`config.mk`:
```
export PLATFORM = sky130hd
export DESIGN_NAME = branch_predictor_btb_flat
export DESIGN_NICKNAME = d
export VERILOG_FILES = /design/src/rtl/branch_predictor_btb_if.sv /design/src/rtl/branch_predictor_btb.sv /design/src/flat_wrapper.sv
export SDC_FILE = /design/constraint.sdc
export NUM_CORES = 2
export LEC_CHECK = 0
export ABC_CLOCK_PERIOD_IN_PS = 10080
export BUFFER_PORTS_ARGS = -buffer_cell sky130_fd_sc_hd__buf_2
export CAP_MARGIN = 15
export CORE_MARGIN = 3
export CORE_UTILIZATION = 40
export CTS_CLUSTER_SIZE = 12
export DETAILED_ROUTE_END_ITERATION = 7
export PLACE_DENSITY_LB_ADDON = 0.15
export REMOVE_ABC_BUFFERS = 1
export SLEW_MARGIN = 20
export SYNTH_ARGS = -nofsm -noshare
export SYNTH_HDL_FRONTEND = slang
export SYNTH_SLANG_ARGS = --single-unit
```
`constraint.sdc`:
```
create_clock -name clk -period 10.08 [get_ports clk]
set_input_delay 3.024 -clock clk [delete_from_list [all_inputs] [get_ports clk]]
set_output_delay 3.024 -clock clk [all_outputs]
set_load 0.03 [all_outputs]
```
`src/rtl/branch_predictor_btb_if.sv`:
```
// -----------------------------------------------------------------------------
// branch_predictor_btb_if
// Bus between the fetch/commit pipeline and the branch predictor.
//   pc          : fetch PC to predict                      (master -> slave)
//   pred_taken  : predicted taken                          (slave  -> master)
//   pred_target : predicted next PC                        (slave  -> master)
//   pred_hit    : BTB hit for pc                           (slave  -> master)
//   ready       : init sweep finished, predictor live      (slave  -> master)
//   upd_valid   : resolved-branch update strobe            (master -> slave)
//   upd_pc      : PC of the resolved branch                (master -> slave)
//   upd_taken   : resolved direction                       (master -> slave)
//   upd_target  : resolved taken target                    (master -> slave)
// -----------------------------------------------------------------------------
interface branch_predictor_btb_if;
   logic [31:0] pc;
   logic        pred_taken;
   logic [31:0] pred_target;
   logic        pred_hit;
   logic        ready;
   logic        upd_valid;
   logic [31:0] upd_pc;
   logic        upd_taken;
   logic [31:0] upd_target;

   modport master (
      output pc, upd_valid, upd_pc, upd_taken, upd_target,
      input  pred_taken, pred_target, pred_hit, ready
   );

   modport slave (
      input  pc, upd_valid, upd_pc, upd_taken, upd_target,
      output pred_taken, pred_target, pred_hit, ready
   );
endinterface

```
`src/rtl/branch_predictor_btb.sv`:
```
// -----------------------------------------------------------------------------
// branch_predictor_btb
// Fetch-stage predictor: 2-bit saturating-counter PHT (bimodal when
// GHR_BITS = 0, gshare otherwise) plus a tagged direct-mapped BTB.
// Prediction is combinational from bus.pc; training comes from the commit-side
// update port, indexed by the resolved branch's own PC.
// After reset an init sweep rewrites every table entry, so the tables carry no
// reset fan-out; ready rises once the sweep has covered the larger table.
// Ports:
//   clk : clock
//   rst : asynchronous active-high reset
//   bus : branch_predictor_btb_if.slave (prediction + update signals)
// Parameters: PHT_IDX_BITS, BTB_IDX_BITS, TAG_BITS (BTB_IDX_BITS+TAG_BITS must
// not exceed 30), GHR_BITS (0..PHT_IDX_BITS), CTR_INIT.
// -----------------------------------------------------------------------------
module branch_predictor_btb #(
   parameter int unsigned PHT_IDX_BITS = 7,
   parameter int unsigned BTB_IDX_BITS = 6,
   parameter int unsigned TAG_BITS     = 8,
   parameter int unsigned GHR_BITS     = 0,
   parameter logic [1:0]  CTR_INIT     = 2'b01
) (
   input logic                  clk,
   input logic                  rst,
   branch_predictor_btb_if.slave bus
);

   localparam int unsigned PHT_DEPTH  = 32'd1 << PHT_IDX_BITS;
   localparam int unsigned BTB_DEPTH  = 32'd1 << BTB_IDX_BITS;
   localparam int unsigned INIT_BITS  = (PHT_IDX_BITS > BTB_IDX_BITS) ? PHT_IDX_BITS : BTB_IDX_BITS;
   localparam int unsigned INIT_LAST  = ((PHT_DEPTH > BTB_DEPTH) ? PHT_DEPTH : BTB_DEPTH) - 32'd1;
   localparam int unsigned CMP_BITS   = INIT_BITS + 32'd1;
   // A one-bit history register stands in for the absent history in bimodal mode.
   localparam int unsigned GHR_W      = (GHR_BITS == 0) ? 32'd1 : GHR_BITS;
   localparam int unsigned TAG_LO     = BTB_IDX_BITS + 32'd2;
   localparam int unsigned TAG_HI     = BTB_IDX_BITS + TAG_BITS + 32'd1;

   typedef enum logic [0:0] {
      ST_INIT = 1'b0,
      ST_RUN  = 1'b1
   } state_t;

   // Saturating 2-bit counter step.
   function automatic logic [1:0] ctr_step(input logic [1:0] ctr, input logic taken);
      logic [1:0] nxt;
      case ({taken, ctr})
         3'b1_11: nxt = 2'b11;
         3'b0_00: nxt = 2'b00;
         3'b1_00, 3'b1_01, 3'b1_10: nxt = ctr + 2'd1;
         3'b0_01, 3'b0_10, 3'b0_11: nxt = ctr - 2'd1;
         default: nxt = ctr;
      endcase
      return nxt;
   endfunction

   // Tables: no reset, cleared by the init sweep.
   logic [1:0]          pht_r        [PHT_DEPTH];
   logic                btb_valid_r  [BTB_DEPTH];
   logic [TAG_BITS-1:0] btb_tag_r    [BTB_DEPTH];
   logic [31:0]         btb_target_r [BTB_DEPTH];

   state_t                state_r;
   state_t                state_next_s;
   logic [INIT_BITS-1:0]  init_idx_r;
   logic [GHR_W-1:0]      ghr_r;
   logic [GHR_W-1:0]      ghr_next_s;
   logic                  ready_r;

   logic [PHT_IDX_BITS-1:0] ghr_ext_s;
   logic [PHT_IDX_BITS-1:0] pht_idx_s;
   logic [BTB_IDX_BITS-1:0] btb_idx_s;
   logic [TAG_BITS-1:0]     tag_s;
   logic                    hit_s;
   logic                    taken_s;
   logic [31:0]             target_s;

   logic [PHT_IDX_BITS-1:0] upd_pht_idx_s;
   logic [BTB_IDX_BITS-1:0] upd_btb_idx_s;
   logic [TAG_BITS-1:0]     upd_tag_s;
   logic                    pht_init_range_s;
   logic                    btb_init_range_s;

   logic                    pht_we_s;
   logic [PHT_IDX_BITS-1:0] pht_waddr_s;
   logic [1:0]              pht_wdata_s;
   logic                    btb_we_s;
   logic [BTB_IDX_BITS-1:0] btb_waddr_s;
   logic                    btb_wvalid_s;
   logic [TAG_BITS-1:0]     btb_wtag_s;
   logic [31:0]             btb_wtarget_s;

   // History alignment, index/tag derivation and next history value.
   always_comb begin
      ghr_ext_s = '0;
      ghr_ext_s[GHR_W-1:0] = ghr_r;   // ghr_r stays zero in bimodal mode
      pht_idx_s     = bus.pc[PHT_IDX_BITS+1:2] ^ ghr_ext_s;
      btb_idx_s     = bus.pc[BTB_IDX_BITS+1:2];
      tag_s         = bus.pc[TAG_HI:TAG_LO];
      upd_pht_idx_s = bus.upd_pc[PHT_IDX_BITS+1:2] ^ ghr_ext_s;
      upd_btb_idx_s = bus.upd_pc[BTB_IDX_BITS+1:2];
      upd_tag_s     = bus.upd_pc[TAG_HI:TAG_LO];
      // Shift-in works for every width; a 1-bit history simply becomes upd_taken.
      if (GHR_BITS == 0) begin
         ghr_next_s = '0;
      end else begin
         ghr_next_s = (ghr_r << 1) | GHR_W'(bus.upd_taken);
      end
      pht_init_range_s = ({1'b0, init_idx_r} < CMP_BITS'(PHT_DEPTH));
      btb_init_range_s = ({1'b0, init_idx_r} < CMP_BITS'(BTB_DEPTH));
   end

   // Combinational prediction; ready gates everything so INIT never predicts.
   always_comb begin
      if (ready_r && btb_valid_r[btb_idx_s] && (btb_tag_r[btb_idx_s] == tag_s)) begin
         hit_s = 1'b1;
      end else begin
         hit_s = 1'b0;
      end
      taken_s = hit_s & pht_r[pht_idx_s][1];
      if (taken_s) begin
         target_s = btb_target_r[btb_idx_s];
      end else begin
         target_s = bus.pc + 32'd4;
      end
   end

   assign bus.pred_hit    = hit_s;
   assign bus.pred_taken  = taken_s;
   assign bus.pred_target = target_s;
   assign bus.ready       = ready_r;

   // Next-state and table write controls (sweep writes or commit training).
   always_comb begin
      state_next_s  = state_r;
      pht_we_s      = 1'b0;
      pht_waddr_s   = '0;
      pht_wdata_s   = 2'b00;
      btb_we_s      = 1'b0;
      btb_waddr_s   = '0;
      btb_wvalid_s  = 1'b0;
      btb_wtag_s    = '0;
      btb_wtarget_s = 32'd0;
      case (state_r)
         ST_INIT: begin
            if (init_idx_r == INIT_BITS'(INIT_LAST)) begin
               state_next_s = ST_RUN;
            end else begin
               state_next_s = ST_INIT;
            end
            // The smaller table is only swept over its own depth.
            if (pht_init_range_s) begin
               pht_we_s    = 1'b1;
               pht_waddr_s = init_idx_r[PHT_IDX_BITS-1:0];
               pht_wdata_s = CTR_INIT;
            end else begin
               pht_we_s    = 1'b0;
            end
            if (btb_init_range_s) begin
               btb_we_s     = 1'b1;
               btb_waddr_s  = init_idx_r[BTB_IDX_BITS-1:0];
               btb_wvalid_s = 1'b0;
            end else begin
               btb_we_s     = 1'b0;
            end
         end
         ST_RUN: begin
            state_next_s = ST_RUN;
            if (bus.upd_valid) begin
               pht_we_s    = 1'b1;
               pht_waddr_s = upd_pht_idx_s;
               pht_wdata_s = ctr_step(pht_r[upd_pht_idx_s], bus.upd_taken);
               // Only taken branches allocate; this evicts any aliasing entry.
               if (bus.upd_taken) begin
                  btb_we_s      = 1'b1;
                  btb_waddr_s   = upd_btb_idx_s;
                  btb_wvalid_s  = 1'b1;
                  btb_wtag_s    = upd_tag_s;
                  btb_wtarget_s = bus.upd_target;
               end else begin
                  btb_we_s      = 1'b0;
               end
            end else begin
               pht_we_s = 1'b0;
            end
         end
         default: begin
            state_next_s = ST_INIT;
         end
      endcase
   end

   // Control registers: FSM state, sweep index, global history, ready flag.
   always_ff @(posedge clk or posedge rst) begin
      if (rst) begin
         state_r    <= ST_INIT;
         init_idx_r <= '0;
         ghr_r      <= '0;
         ready_r    <= 1'b0;
      end else begin
         state_r <= state_next_s;
         ready_r <= (state_next_s == ST_RUN);
         if (state_r == ST_INIT) begin
            init_idx_r <= init_idx_r + INIT_BITS'(1);
         end else begin
            init_idx_r <= init_idx_r;
         end
         if ((state_r == ST_RUN) && bus.upd_valid) begin
            ghr_r <= ghr_next_s;
         end else begin
            ghr_r <= ghr_r;
         end
      end
   end

   // PHT write port; the pre-edge value is what predictions see this cycle.
   always_ff @(posedge clk) begin
      if (pht_we_s) begin
         pht_r[pht_waddr_s] <= pht_wdata_s;
      end
   end

   // BTB write port (valid, tag and target written as one entry).
   always_ff @(posedge clk) begin
      if (btb_we_s) begin
         btb_valid_r[btb_waddr_s]  <= btb_wvalid_s;
         btb_tag_r[btb_waddr_s]    <= btb_wtag_s;
         btb_target_r[btb_waddr_s] <= btb_wtarget_s;
      end
   end

endmodule

```
`src/flat_wrapper.sv`:
```
// flat-port wrapper written by rule: the top's interface ports become plain ports
module branch_predictor_btb_flat 
#(
   parameter int unsigned PHT_IDX_BITS = 7,
   parameter int unsigned BTB_IDX_BITS = 6,
   parameter int unsigned TAG_BITS     = 8,
   parameter int unsigned GHR_BITS     = 0,
   parameter logic [1:0]  CTR_INIT     = 2'b01
)
  (clk, rst, bus_pc, bus_upd_valid, bus_upd_pc, bus_upd_taken, bus_upd_target, bus_pred_taken, bus_pred_target, bus_pred_hit, bus_ready);
  branch_predictor_btb_if bus_i ();
  input logic clk;
  input logic rst;
  input wire logic [$bits(bus_i.pc)-1:0] bus_pc;
  input wire logic [$bits(bus_i.upd_valid)-1:0] bus_upd_valid;
  input wire logic [$bits(bus_i.upd_pc)-1:0] bus_upd_pc;
  input wire logic [$bits(bus_i.upd_taken)-1:0] bus_upd_taken;
  input wire logic [$bits(bus_i.upd_target)-1:0] bus_upd_target;
  output wire logic [$bits(bus_i.pred_taken)-1:0] bus_pred_taken;
  output wire logic [$bits(bus_i.pred_target)-1:0] bus_pred_target;
  output wire logic [$bits(bus_i.pred_hit)-1:0] bus_pred_hit;
  output wire logic [$bits(bus_i.ready)-1:0] bus_ready;
  assign bus_i.pc = bus_pc;
  assign bus_i.upd_valid = bus_upd_valid;
  assign bus_i.upd_pc = bus_upd_pc;
  assign bus_i.upd_taken = bus_upd_taken;
  assign bus_i.upd_target = bus_upd_target;
  assign bus_pred_taken = bus_i.pred_taken;
  assign bus_pred_target = bus_i.pred_target;
  assign bus_pred_hit = bus_i.pred_hit;
  assign bus_ready = bus_i.ready;
  branch_predictor_btb #(.PHT_IDX_BITS(PHT_IDX_BITS), .BTB_IDX_BITS(BTB_IDX_BITS), .TAG_BITS(TAG_BITS), .GHR_BITS(GHR_BITS), .CTR_INIT(CTR_INIT)) u_core (.clk(clk), .rst(rst), .bus(bus_i));
endmodule
```
* Word-level counts from Yosys, hierarchy flattened *
Memory sizes are Yosys's and may differ from the RTL's.
Index checks and enable logic that the tools add are counted.

word-level totals
  register bits = 8
  bits in latches = 0
  bits in writable memories = 2880
  bits in read-only memories = 0
  bits of input ports = 100
  output and inout bits = 35
  logic and storage cells = 57
  memories = 4

memory list
  name                 words  width  rd ports  clocked after memory_dff  write ports  RTL line                    text
  u_core.btb_target_r  64     32     1         0                         1            branch_predictor_btb.sv:60  logic [31:0] btb_target_r [BTB_DEPTH];
  u_core.btb_tag_r     64     8      1         0                         1            branch_predictor_btb.sv:59  logic [TAG_BITS-1:0] btb_tag_r [BTB_DEPTH];
  u_core.pht_r         128    2      2         0                         1            branch_predictor_btb.sv:57  logic [1:0] pht_r [PHT_DEPTH];
  u_core.btb_valid_r   64     1      1         0                         1            branch_predictor_btb.sv:58  logic btb_valid_r [BTB_DEPTH];

cells by class
  $add $sub $neg = 4
  multiply operators = 0
  div/mod/pow operators = 0
  magnitude comparators = 1
  equality and inequality tests = 9
  shift-type cells = 0
  mux-type cells = 30
  bitwise logic cells = 2
  reductions and logical operators = 5

operator list
  kind                                                  count
  2-to-1 mux 32 bit                                     4
  adder 32 x 3 -> 32 bit (second input constant)        1
  2-to-1 mux 8 bit                                      3
  2-to-1 mux 6 bit                                      3
  one-hot mux 7 bit (2 select lines)                    1
  equality test 3 bit (second input constant)           4
  one-hot mux 6 bit (2 select lines)                    1
  2-to-1 mux 1 bit                                      10
  equality test 8 bit                                   1
  one-hot mux 1 bit (2 select lines)                    4
  one-hot mux 2 bit (4 select lines)                    1
  adder 7 x 1 -> 7 bit (second input constant)          1
  equality test 7 bit (second input constant)           1
  < comparator 7 bit (second input constant)            1
  2-to-1 mux 7 bit                                      1
  equality test 3 x 2 -> 1 bit (second input constant)  2
  OR reduction 3 bit                                    2
  one-hot mux 2 bit (2 select lines)                    1
  equality test 3 x 1 -> 1 bit (second input constant)  1
  logical NOT 3 bit                                     1
  adder 2 x 1 -> 2 bit (second input constant)          1
  logical AND 1 bit                                     2
  2-to-1 mux 2 bit                                      1
  subtractor 2 x 1 -> 2 bit (second input constant)     1
  2 further kinds                                       2

* Depth between registers and ports, before layout *
An unclocked memory read counts as a cell.

  depth in word-level cells = 6
  mapped depth = 15
  gate-level depth less buffers = 8

* Worst setup path after synthesis *
No wires, ideal clock.

  kind = input to register
  from = in bus_upd_pc[2]
  to = mem u_core.pht_r[0][1], data pin
  setup time = 891 ps
  arrival = 8582 ps
  required time = 9189 ps
  path slack = 606 ps
  cell stages on the path = 10
  buffers on the path = 3
  path through = clkbuf_1 > buf_1 > buf_2 > mux4_2 > mux4_2 > mux2i_1 > mux2i_1 > mux2i_1 > o21bai_1 > a21oi_1

between the ends
  longest elaborated chain between the ends = 6
  elaborated cells between the ends (all ways) = 16
  those cells by class = 2 x add/sub; 7 x eq/ne; 3 x mux; 3 x reduce/logical; 1 x memory

ends and longest elaborated chain
  item                                                  RTL line                     text
  start: declaration                                    flat_wrapper.sv:16           input wire logic [$bits(bus_i.upd_pc)-1:0] bus_upd_pc;
  memory (128 x 2 bit) (*)                              --
  equality test 3 x 1 -> 1 bit (tied with other cells)  branch_predictor_btb.sv:46   case ({taken, ctr})
  OR reduction 3 bit                                    branch_predictor_btb.sv:46
  one-hot mux 2 bit (4 select lines) (*)                branch_predictor_btb.sv:46
  2-to-1 mux 2 bit (*)                                  branch_predictor_btb.sv:168  if (bus.upd_valid) begin
  one-hot mux 2 bit (2 select lines) (*)                branch_predictor_btb.sv:143  case (state_r)
  net u_core.pht_wdata_s[1]                             branch_predictor_btb.sv:85   logic [1:0] pht_wdata_s;
  end: declaration                                      branch_predictor_btb.sv:57

Mark *: on every way through the listed nets, which the timed path passes. The rest lies on a longest branch.

* Final worst setup path *
  from = in bus_pc[2]
  to = out bus_pred_target[9]

between the ends
  longest elaborated chain between the ends = 6
  elaborated cells between the ends (all ways) = 11
  those cells by class = 1 x add/sub; 1 x eq/ne; 2 x mux; 1 x bitwise; 2 x reduce/logical; 4 x memory

ends and longest elaborated chain
  item                                                               RTL line                     text
  start: declaration                                                 flat_wrapper.sv:14           input wire logic [$bits(bus_i.pc)-1:0] bus_pc;
  memory (64 x 8 bit) / memory (64 x 1 bit) (equally long branches)  --
  equality test 8 bit / logical AND 1 bit (equally long branches)    branch_predictor_btb.sv:114  if (ready_r && btb_valid_r[btb_idx_s] && (btb_tag_r[btb_idx_s] == tag_s)) begin
  logical AND 1 bit                                                  branch_predictor_btb.sv:114
  2-to-1 mux 1 bit                                                   branch_predictor_btb.sv:114
  bitwise AND 1 bit                                                  branch_predictor_btb.sv:119  taken_s = hit_s & pht_r[pht_idx_s][1];
  2-to-1 mux 32 bit (*)                                              branch_predictor_btb.sv:120  if (taken_s) begin
  end: declaration                                                   flat_wrapper.sv:20           output wire logic [$bits(bus_i.pred_target)-1:0] bus_pred_target;

Mark *: on every way between the ends. The rest lies on a longest branch, timed or not.

==> qor.csv <==
stage;metric;value;unit
timing;Setup Skew;44.4;ps
finish;Final Core Density;46.2;%
die;# rows;195;
logic_synthesis;synth unique cells;73;
finish;area growth from synthesis to layout;14.7;%
timing;Least-Margin Pin Slew;1180;ps
clock_tree;Clock transition at path regs;60;ps
route;Pre-antenna DRT Iters;8;
timing;Slew Limit Headroom;20.2;%
logic_synthesis;register area share after synthesis;76.2;%
die;die area;0.291;mm²
clock_tree;Worst-Skew Late Latency;930;ps
pwr;PD cells;188;mW/mm²
timing;Tcrit/Tclk final;99.7;%
placed_design;GPL Wtd Cong;0.796;
global_routing;gr usage total;22.7;%
timing;max-slew violations;0;
clock_tree;H-tree depth;5;
finish;layout cells sized above 1;33.0;%
setup_path;Max FO, Critical Path;25;
clock_tree;Hold-fix buffers, CTS;0;
placed_design;Port-buffer cells;116;
timing;Hold Fails Final Rpt;0;
pwr;Peak VDD IR;0.144;mV
timing;RSZ-0062 raised after global routing;no;
setup_path;WP data required;7060;ps
setup_path;kind of end point of the critical path;output port;
setup_path;critical path, cell by cell;buf_8 > nor2b_1 > a22oi_1 > nand4_1 > o311ai_0 > buf_4 > nor4_1 > buf_4 > o22ai_1 > or4_4 > buf_12 > mux2_4 > buf_2;
die;die height;539;µm
die;Die Wd;539;µm
die;CORE AREA;0.283;mm²
clock_tree;CTS tree;built;
clock_tree;# clock sinks;2888;
setup_path;critical path's top delay family;simple AND/OR/NAND/NOR gates;
clock_tree;post_cts resized;5;
setup_path;Worst EP arrival;7030;ps
finish;Cell Count, Final, Fillers Out;9331;
route;Post-Route WL;333;mm
global_routing;initial antenna violation count;16;
placed_design;placed insts;8775;
finish;register area;0.0867;mm²
logic_synthesis;Synth Register Bits;2888;
clock_tree;total CTS buffers;315;
logic_synthesis;post-synthesis cell count;4916;
route;DRT antenna net count;0;
global_routing;first-pass GRT wire length;462;mm
route;Routed WL per cell;35.7;µm
setup_path;crit-path most repeated cell;buf_4;
route;post-DR vias/cell;5.93;
timing;FMAX;0.0995;GHz
finish;fillcell total;23458;
route;Vias;55367;
logic_synthesis;Post-synth EDFFs;2880;
setup_path;Setup crit start kind;primary input;
setup_path;peak per-stage delay on the critical path;780;ps
worst_hold_path;Hold WC Path Type;reg -> reg;
logic_synthesis;syn avg cell area;23.1;µm²
timing;Final setup viols;0;
clock_tree;maximum clock path buffer count;4;
global_routing;vias in the first global route;56425;
setup_path;slowest CP cell;nor2b_1;
status;status;finished, final reports clean;
clock_tree;Root Buffer;clkbuf_16;
run;max cap viols;0;
logic_synthesis;Async S/R FF share, synth;0.277;%
timing;crit path time final;10050;ps
logic_synthesis;Synth warnings;0;
global_routing;pin count of the biggest net entering global routing;129;
die;I/O pin cnt;135;
global_routing;GRT overflow;0;
setup_path;CP bufs+invs;5;
finish;layout net count;5453;
clock_tree;Setup Buffers After CTS;0;
pwr;Leak;33.3;nW
placed_design;Post-DP HPWL;186;mm
die;Starting Density;40.2;%
setup_path;critical path class;in -> out;
route;DRT iter0 DRCs;7227;
logic_synthesis;Top FF cell, synth;edfxtp_1;
finish;area of the multi-input gates;0.0261;mm²
route;# DRC;0;
logic_synthesis;Cell Area, Synth;0.114;mm²
-- placed cells by master (no fill, tap or decap), types with 11 or more instances in the layout --
cell       instances
nor2_1           153
clkbuf_16        321
o21ai_0           15
nor2_4            64
mux2_2            21
clkinv_2          41
nand2b_1          14
mux2i_1           94
nand4_1           23
mux4_2           882
buf_2            109
and2_4            21
nand2_1          114
edfxtp_1        2880
clkbuf_1          73
and2_1            14
nand3_1           28
nor3_1            19
and2_2            11
mux2_4            28
a21oi_1           18
bufinv_16         13
o22ai_1           13
xnor2_1           26
buf_12            53
buf_4            225
a22oi_1           37
nor2b_1           14
clkinv_1          76
-- synthesized netlist by cell type (5+ instances only) --
cell type     n  area [µm²]
a211oi_1      8        60.1
a21oi_1      19        95.1
a22o_1        6        52.6
a22oi_1      37         278
a31oi_1       5        31.3
a32oi_1       5        43.8
and2_1       46         288
buf_1        34         128
buf_2        50         250
buf_4        45         338
buf_6        24         270
clkbuf_1    117         439
dfrtp_1       8         200
edfxtp_1   2880       86500
inv_1         7        26.3
mux2_2       21         236
mux2_4       28         420
mux2i_1      94         941
mux4_1        7         184
mux4_2      882       19900
nand2_1     118         443
nand2b_1     14        87.6
nand3_1      28         140
nand4_1      23         144
nor2_1      218         818
nor2b_1      15        93.8
nor3_1       20         100
nor4_1        8        50.1
o2111ai_1     5        43.8
o211ai_1      6        45.0
o21ai_0      15        75.1
o22ai_1      13        81.3
xnor2_1      26         228
xor2_1       10        87.6
-- worst register-to-register path, delay by kind of cell (launching register included) --
kind | cells | cell delay (ps)
AOI/OAI and AO/OA | 2 | 480
buffers and inverters | 3 | 1800
DFF | 1 | 340
and+or+nand+nor | 5 | 1980
-- flip-flops by register name, summed over array words and instances (netlist names) --
register and flops:
u_core.state_r 1, u_core.btb_target_r 2048, u_core.pht_r 256, u_core.btb_valid_r 64, u_core.init_idx_r 7, u_core.btb_tag_r 512
-- metal layers --
metal / track usage [%] / wire length [µm]
met5: 0 / 21
met4: 5.20 / 7860
met3: 3.47 / 21900
met2: 37.0 / 163000
met1: 32.4 / 140000
-- worst paths after layout --
| path | from | end | slack (ps) | cells past startpoint |
|---|---|---|---|---|
| worst max-delay path | bus_pc[2] | bus_pred_target[9] | 30 | 13 |
| worst min-delay path | u_core.init_idx_r[2] | u_core.init_idx_r[2] | 560 | 1 |
| worst max register to register | u_core.state_r | u_core.btb_target_r[59][9] | 5020 | 10 |
| worst min register to register | u_core.init_idx_r[2] | u_core.init_idx_r[2] | 560 | 1 |
| max in group asynchronous | rst | u_core.init_idx_r[0] | 7690 | 2 |
| min in group asynchronous | rst | u_core.init_idx_r[3] | 2130 | 2 |
-- final cells by class --
class / count / share of cell area, %
Multi-Input combinational cell: 1744 / 20.0
Inverter: 11 / 0.0432
Antenna cell: 7 / 0.0134
Timing Repair Buffer: 391 / 2.57
Sequential cell: 2888 / 66.4
Tap cell: 3743 / 3.59
Clock buffer: 394 / 6.37
Clock inverter: 153 / 0.958
-- cells by family after synthesis --
family | after synthesis | synth area share [%]
muxes | 1032 | 19.0
AOI/OAI and AO/OA | 158 | 1.00
adders and majority gates | 3 | 0.0308
DFF | 2888 | 76.2
buffers and inverters | 284 | 1.33
xor gates and xnor gates | 36 | 0.277
and+or+nand+nor | 515 | 2.09
-- metrics by stage --
stage / setup slack (ps) / hold slack [ps] / cell area (µm²) / TNS (ps) / power (W)
after global placement: -163 / 548 / 121000 / -2160 / 0.0139
final: 29.0 / 556 / 130000 / 0 / 0.0245
after CTS: 44.7 / 554 / 130000 / 0 / 0.0248
after floorplan: -3610 / 493 / 112000 / -115810 / 0.0135
after global routing: 30.5 / 598 / 130000 / 0 / 0.0253
after detailed placement: -91.4 / 547 / 121000 / -384 / 0.0139
-- where the power goes --
group | internal [W] | leakage, nW | switching, W
logic | 0.000261 | 8.40 | 0.000402
registers | 0.0130 | 20.3 | 0
clock network | 0.00618 | 4.66 | 0.00470
total | 0.0194 | 33.3 | 0.00510
No activity file was read; power rests on OpenSTA's default activity.
